File: src/rtl/light_monitor.sv
// ---------------------------------------------------------------------------------------------
// light_monitor
//   Watches a three-lamp traffic signal and tracks its phase sequence
//   RED -> RED_YELLOW -> GREEN -> YELLOW -> RED. Short dark gaps inside a phase are tolerated.
//   Illegal lamp patterns, out-of-order phases and over-long phases or gaps drive the monitor
//   into an absorbing FAULT state that only reset can leave.
//
// Parameters
//   MAX_RUN      max cycles in one lit phase, dark cycles included (<= 254)
//   MAX_GAP      max consecutive dark cycles inside a phase (<= 254)
//
// Ports
//   clk_i        clock, all logic on posedge
//   rst_i        synchronous active-high reset
//   red_i        observed red lamp
//   yellow_i     observed yellow lamp
//   green_i      observed green lamp
//   phase_o      0 IDLE, 1 RED, 2 RED_YELLOW, 3 GREEN, 4 YELLOW, 7 FAULT
//   blink_o      high in GREEN once a dark cycle has been seen since entry
//   cycle_cnt_o  completed YELLOW->RED transitions, wraps modulo 256
//   err_o        sticky fault flag
//   err_code_o   0 none, 1 illegal pattern, 2 illegal transition, 3 timeout
// ---------------------------------------------------------------------------------------------
module light_monitor #(
    parameter int unsigned MAX_RUN = 32,
    parameter int unsigned MAX_GAP = 4
) (
    input  logic       clk_i,
    input  logic       rst_i,
    input  logic       red_i,
    input  logic       yellow_i,
    input  logic       green_i,
    output logic [2:0] phase_o,
    output logic       blink_o,
    output logic [7:0] cycle_cnt_o,
    output logic       err_o,
    output logic [1:0] err_code_o
);

    // State encoding equals the phase code, so phase_o is the state register itself.
    localparam logic [2:0] S_IDLE   = 3'd0;
    localparam logic [2:0] S_RED    = 3'd1;
    localparam logic [2:0] S_RY     = 3'd2;
    localparam logic [2:0] S_GREEN  = 3'd3;
    localparam logic [2:0] S_YELLOW = 3'd4;
    localparam logic [2:0] S_FAULT  = 3'd7;

    // Lamp patterns {red, yellow, green}
    localparam logic [2:0] PAT_DARK = 3'b000;
    localparam logic [2:0] PAT_R    = 3'b100;
    localparam logic [2:0] PAT_RY   = 3'b110;
    localparam logic [2:0] PAT_G    = 3'b001;
    localparam logic [2:0] PAT_Y    = 3'b010;

    localparam logic [1:0] CODE_PATTERN    = 2'd1;
    localparam logic [1:0] CODE_TRANSITION = 2'd2;
    localparam logic [1:0] CODE_TIMEOUT    = 2'd3;

    logic [2:0] r_state;
    logic [7:0] r_run;
    logic [7:0] r_gap;
    logic       r_blink;
    logic [7:0] r_cnt;
    logic       r_err;
    logic [1:0] r_code;

    logic [2:0] w_pat;
    logic       w_illegal;
    logic       w_dark;
    logic [2:0] w_own;
    logic [2:0] w_succ;
    logic [2:0] w_succ_state;
    logic [7:0] w_run_inc;
    logic [7:0] w_gap_inc;
    logic       w_run_over;
    logic       w_gap_over;

    logic [2:0] w_state_nxt;
    logic [7:0] w_run_nxt;
    logic [7:0] w_gap_nxt;
    logic       w_blink_nxt;
    logic [7:0] w_cnt_nxt;
    logic       w_err_nxt;
    logic [1:0] w_code_nxt;

    // Pattern classification and per-state lamp table
    always_comb begin
        w_pat     = {red_i, yellow_i, green_i};
        w_dark    = (w_pat == PAT_DARK);
        w_illegal = (w_pat == 3'b101) || (w_pat == 3'b011) || (w_pat == 3'b111);

        w_own        = PAT_R;
        w_succ       = PAT_RY;
        w_succ_state = S_RY;
        case (r_state)
            S_RED: begin
                w_own        = PAT_R;
                w_succ       = PAT_RY;
                w_succ_state = S_RY;
            end
            S_RY: begin
                w_own        = PAT_RY;
                w_succ       = PAT_G;
                w_succ_state = S_GREEN;
            end
            S_GREEN: begin
                w_own        = PAT_G;
                w_succ       = PAT_Y;
                w_succ_state = S_YELLOW;
            end
            S_YELLOW: begin
                w_own        = PAT_Y;
                w_succ       = PAT_R;
                w_succ_state = S_RED;
            end
            default: begin
                w_own        = PAT_R;
                w_succ       = PAT_RY;
                w_succ_state = S_RY;
            end
        endcase
    end

    // Saturating increments and limit checks on the would-be counter values
    always_comb begin
        w_run_inc  = (r_run == 8'hFF) ? 8'hFF : r_run + 8'd1;
        w_gap_inc  = (r_gap == 8'hFF) ? 8'hFF : r_gap + 8'd1;
        w_run_over = (32'(r_run) + 32'd1) > MAX_RUN;
        w_gap_over = (32'(r_gap) + 32'd1) > MAX_GAP;
    end

    // Next-state decision. Each pattern falls into exactly one class, so testing the illegal
    // pattern first, then successor, then hold gives the required fault priority and lets a
    // successor move win over a pending timeout.
    always_comb begin
        w_state_nxt = r_state;
        w_run_nxt   = r_run;
        w_gap_nxt   = r_gap;
        w_blink_nxt = r_blink;
        w_cnt_nxt   = r_cnt;
        w_err_nxt   = r_err;
        w_code_nxt  = r_code;

        if (r_state != S_FAULT) begin
            if (w_illegal) begin
                w_state_nxt = S_FAULT;
                w_err_nxt   = 1'b1;
                w_code_nxt  = CODE_PATTERN;
                w_blink_nxt = 1'b0;
            end else if (r_state == S_IDLE) begin
                if (w_pat == PAT_R) begin
                    w_state_nxt = S_RED;
                    w_run_nxt   = 8'd1;
                    w_gap_nxt   = 8'd0;
                    w_blink_nxt = 1'b0;
                end
            end else if (w_pat == w_succ) begin
                w_state_nxt = w_succ_state;
                w_run_nxt   = 8'd1;
                w_gap_nxt   = 8'd0;
                w_blink_nxt = 1'b0;
                if (r_state == S_YELLOW) begin
                    w_cnt_nxt = r_cnt + 8'd1;
                end
            end else if (w_pat == w_own || w_dark) begin
                if (w_run_over || (w_dark && w_gap_over)) begin
                    w_state_nxt = S_FAULT;
                    w_err_nxt   = 1'b1;
                    w_code_nxt  = CODE_TIMEOUT;
                    w_blink_nxt = 1'b0;
                end else begin
                    w_run_nxt = w_run_inc;
                    w_gap_nxt = w_dark ? w_gap_inc : 8'd0;
                    if (w_dark && r_state == S_GREEN) begin
                        w_blink_nxt = 1'b1;
                    end
                end
            end else begin
                w_state_nxt = S_FAULT;
                w_err_nxt   = 1'b1;
                w_code_nxt  = CODE_TRANSITION;
                w_blink_nxt = 1'b0;
            end
        end
    end

    always_ff @(posedge clk_i) begin
        if (rst_i) begin
            r_state <= S_IDLE;
            r_run   <= 8'd0;
            r_gap   <= 8'd0;
            r_blink <= 1'b0;
            r_cnt   <= 8'd0;
            r_err   <= 1'b0;
            r_code  <= 2'd0;
        end else begin
            r_state <= w_state_nxt;
            r_run   <= w_run_nxt;
            r_gap   <= w_gap_nxt;
            r_blink <= w_blink_nxt;
            r_cnt   <= w_cnt_nxt;
            r_err   <= w_err_nxt;
            r_code  <= w_code_nxt;
        end
    end

    assign phase_o     = r_state;
    assign blink_o     = r_blink;
    assign cycle_cnt_o = r_cnt;
    assign err_o       = r_err;
    assign err_code_o  = r_code;

endmodule

File: config.mk
export PLATFORM = sky130hd
export DESIGN_NAME = light_monitor
export DESIGN_NICKNAME = d
export VERILOG_FILES = /design/src/rtl/light_monitor.sv
export SDC_FILE = /design/constraint.sdc
export NUM_CORES = 1
export LEC_CHECK = 0
export ABC_AREA = 1
export BUFFER_PORTS_ARGS = -buffer_cell sky130_fd_sc_hd__buf_2
export CELL_PAD_IN_SITES_DETAIL_PLACEMENT = 0
export CELL_PAD_IN_SITES_GLOBAL_PLACEMENT = 1
export CORE_MARGIN = 8
export CORE_UTILIZATION = 37
export CTS_BUF_LIST = sky130_fd_sc_hd__clkbuf_4 sky130_fd_sc_hd__clkbuf_8 sky130_fd_sc_hd__clkbuf_16
export CTS_CLUSTER_SIZE = 30
export DETAILED_ROUTE_END_ITERATION = 8
export PLACE_DENSITY_LB_ADDON = 0.1
export SYNTH_ARGS = -nofsm -noshare
export SYNTH_HDL_FRONTEND = slang
export SYNTH_SLANG_ARGS = --single-unit
File: constraint.sdc
create_clock -name clk_i -period 1.8 [get_ports clk_i]
set_clock_uncertainty 0.1 [all_clocks]
set_input_delay 0.18 -clock clk_i [delete_from_list [all_inputs] [get_ports clk_i]]
set_output_delay 0.18 -clock clk_i [all_outputs]
set_load 0.05 [all_outputs]
==> run metrics <==
Final Non-Filler Cells=463; flops & latches, synth=31; Worst Hold Launch=rst_i; vias in the first global route=2,122; Syn Nets=334; Compound-Gate Fraction of Synth Area=0.0998; initial DRC count=87; share of cells above drive strength 1=0.384; routed len/inst=12.1 um; CP startpoint kind=flip-flop; worst skew pair latency=0.29 ns; clock tree root driver cell=clkbuf_8; largest net degree at the start of global routing=14; sequential share of power=0.250; filler instances=525; worst endpoint required time=1.88 ns; Synth Area in XOR/XNOR=0.0352; Cell Pwr Density=1700 mW/mm^2; Worst-Margin Slew=0.334 ns; Worst path depth=14; Period minus WS final=1.94 ns; Syn Inst Count=324; RSZ-0062 raised after global routing=yes; Final TNS setup=-1.85 ns; CP max stage cell=dfxtp_4; main combinational cell family by area after synthesis=simple AND/OR/NAND/NOR gates; Main synth FF type=dfxtp_1; initial antenna violation count=0; Die Y=89.4 um; core box area=0.00514 mm^2; DR pass1 iterations=6; number of enable flip-flop cells after synthesis=0; fmax=0.516 GHz; worst setup path end=r_run[2]$_SDFFE_PP0P_; Combinational Power Share=0.639; Switching Fraction=0.480; critical path peak fanout=7; worst hold slack=0.171 ns; Initial Util=0.388; Worst-path clk slew=0.07 ns; Critical R2R Launch=r_run[1]$_SDFFE_PP0P_; max-cap violation count=0; Area after DPL=0.00247 mm^2; CTS Hold Bufs=0; count of buffer and inverter cells on the critical path=3; Yosys warning total=0; post-synthesis adder-cell area fraction=0.0314; Post-Synth Simple-Gate Area=0.430; Clk network pwr share=0.111; CP peak stage delay=0.36 ns; dpl cells=443; Crit path max-delay family=simple AND/OR/NAND/NOR gates; multiplexer share of the synthesized area=0; R2R setup slack=-0.14 ns; status=complete, but fails checks; Rel. slew slack=0.777; die outline width=89.4 um; Final Cell Area=0.00298 mm^2; failing checks=setup timing; Core Rows=26; final hold vios=0; Num CTS Buffers=5; vias=2,198; diode count=0; gpl congestion=0.834; Setup crit end kind=flip-flop; Setup crit start=r_run[1]$_SDFFE_PP0P_; fraction of registers with async set/reset=0; register area share after synthesis=0.311; Routed WL=5.59 mm; CP Data Arrival Time=2.01 ns; all-layer global routing usage=0.151; Cell Chain, Critical Path=ha_4, nand3_4, buf_6, nor3_4, nor2_2, nand2_2, buf_4, nand2_2, nand3_2, o21ai_2, buf_6, nand3_1, nand2_1, nor2_1; Slew Viols, Final=0; smallest setup slack after layout=-0.136 ns; first-pass GRT wire length=9.43 mm; Pint=2640 uW; Detail Placement HPWL=3.96 mm; count of cell types in the netlist=27; Power, Total=5070 uW; Syn Std Cell Area=0.00199 mm^2; Avg Cell Area, Syn=6.15 um^2; gr ovfl total=0; quantity of I/O buffers inserted on ports=19; leakage power figure=0.00138 uW; storage element area=651 um^2; endpoints failing setup=19; Multi-input gate area=0.00150 mm^2; fin crit share=1.08; I/O pin cnt=20; post-DR vias/cell=4.75; clock buffer depth=2; H-tree levels=2; RR Endpoint=r_run[2]$_SDFFE_PP0P_; DRC=0; Psw=2430 uW; Die Footprint=0.00799 mm^2; layout net count=402; Max rail drop VDD=909 uV; antenna-violating nets left=0; kind of critical path=reg -> reg; clk sinks=31; reg2reg path depth=14; Area Overhead vs Synth=49.6%; CTS tree=yes; Hold Crit Class=in -> reg
[layout by cell type (no fill, tap or decap), drive strengths merged, types with 2 or more instances in the layout]
| master | n |
|---|---|
| buf | 65 |
| a21oi | 26 |
| inv | 42 |
| dfxtp | 31 |
| nand4 | 7 |
| nand2 | 97 |
| o21ai | 9 |
| a31oi | 2 |
| nor3 | 6 |
| clkbuf | 6 |
| nor2 | 41 |
| nand3 | 42 |
| xor2 | 6 |
| xnor2 | 2 |
| ha | 5 |
[worst min-delay path by stage]
stage | to | depth (start not counted) | slack, ns
2_1_floorplan | phase_o[1]$_SDFFE_PP0P_ | 1 | 0.14
3_3_place_gp | err_o$_SDFFE_PP0P_ | 2 | 0.34
3_5_place_dp | err_o$_SDFFE_PP0P_ | 2 | 0.34
4_1_cts | phase_o[1]$_SDFFE_PP0P_ | 3 | 0.17
5_1_grt | r_gap[7]$_SDFFE_PP0P_ | 3 | 0.20
6_report | r_gap[7]$_SDFFE_PP0P_ | 3 | 0.17
[per-stage QoR]
stage / util / setup WS, ns
after floorplan: - / -0.0191
after global placement: 0.482 / -0.158
after detailed placement: 0.482 / -0.190
after CTS: 0.541 / -0.104
after global routing: 0.580 / -0.297
final: 0.580 / -0.136
[cells by family after synthesis]
kind of cell,Yosys count
and+or+nand+nor,196
DFF,31
adders and majority gates,5
xor gates and xnor gates,8
buffers and inverters,46
AOI/OAI and AO/OA,38
[power groups by stage]
stage | combinational, uW | sequential (uW) | clock [uW]
floorplan | 1460 | 1410 | 0
detailed placement | 2520 | 1220 | 0
CTS | 2860 | 1250 | 578
finish | 3240 | 1270 | 564
global route | 3600 | 1300 | 604
global placement | 2520 | 1220 | 0
[cells in the mapped netlist, drive strengths merged, types with 2 or more instances]
cell / n / area, um^2
xnor2: 2 / 17.5
xor2: 6 / 52.6
nor3: 6 / 35.0
a21oi: 26 / 130
nand2: 97 / 364
ha: 5 / 62.6
dfxtp: 31 / 621
buf: 3 / 22.5
nand3: 42 / 220
inv: 41 / 154
nor2: 41 / 161
clkbuf: 2 / 7.51
nand4: 7 / 43.8
o21ai: 9 / 48.8
a31oi: 2 / 12.5
[flip-flops by register name, indices dropped and copies added, names as in the netlist]
name,count
err_o,1
cycle_cnt_o,8
blink_o,1
r_gap,8
err_code_o,2
phase_o,3
r_run,8
[cell type report]
class	instances	share of cell area
clock inverter	3	0.00629
timing repair buffer	66	0.167
multi-input combinational	247	0.501
tap	70	0.0294
inverter	41	0.0541
clock buffer	5	0.0231
sequential	31	0.218
[repair_timing]
action	CTS	global route
gates resized for setup	43	38
endpoints found under the setup margin	25	31
cloned	0	1
buffers inserted	7	6
pin swaps	19	20
[worst register-to-register path, cell delays in order (launching register included)]
cell     delay, ns
dfxtp_4       0.36
ha_4          0.18
nand3_4       0.10
buf_6         0.11
nor3_4        0.03
nor2_2        0.13
nand2_2       0.08
buf_4         0.14
nand2_2       0.06
nand3_2       0.06
o21ai_2       0.16
buf_6         0.16
nand3_1       0.07
nand2_1       0.07
nor2_1        0.03
[metal layers]
| metal | track usage | vias to the layer above | wire (um) |
|---|---|---|---|
| li1 | - | 1182 | - |
| met1 | 0.185 | 978 | 2690 |
| met2 | 0.247 | 30 | 2630 |
| met3 | 0.0368 | 8 | 176 |
| met4 | 0.0574 | 0 | 94 |
| met5 | 0 | - | 0 |
No activity file was read; power rests on OpenSTA's default activity.
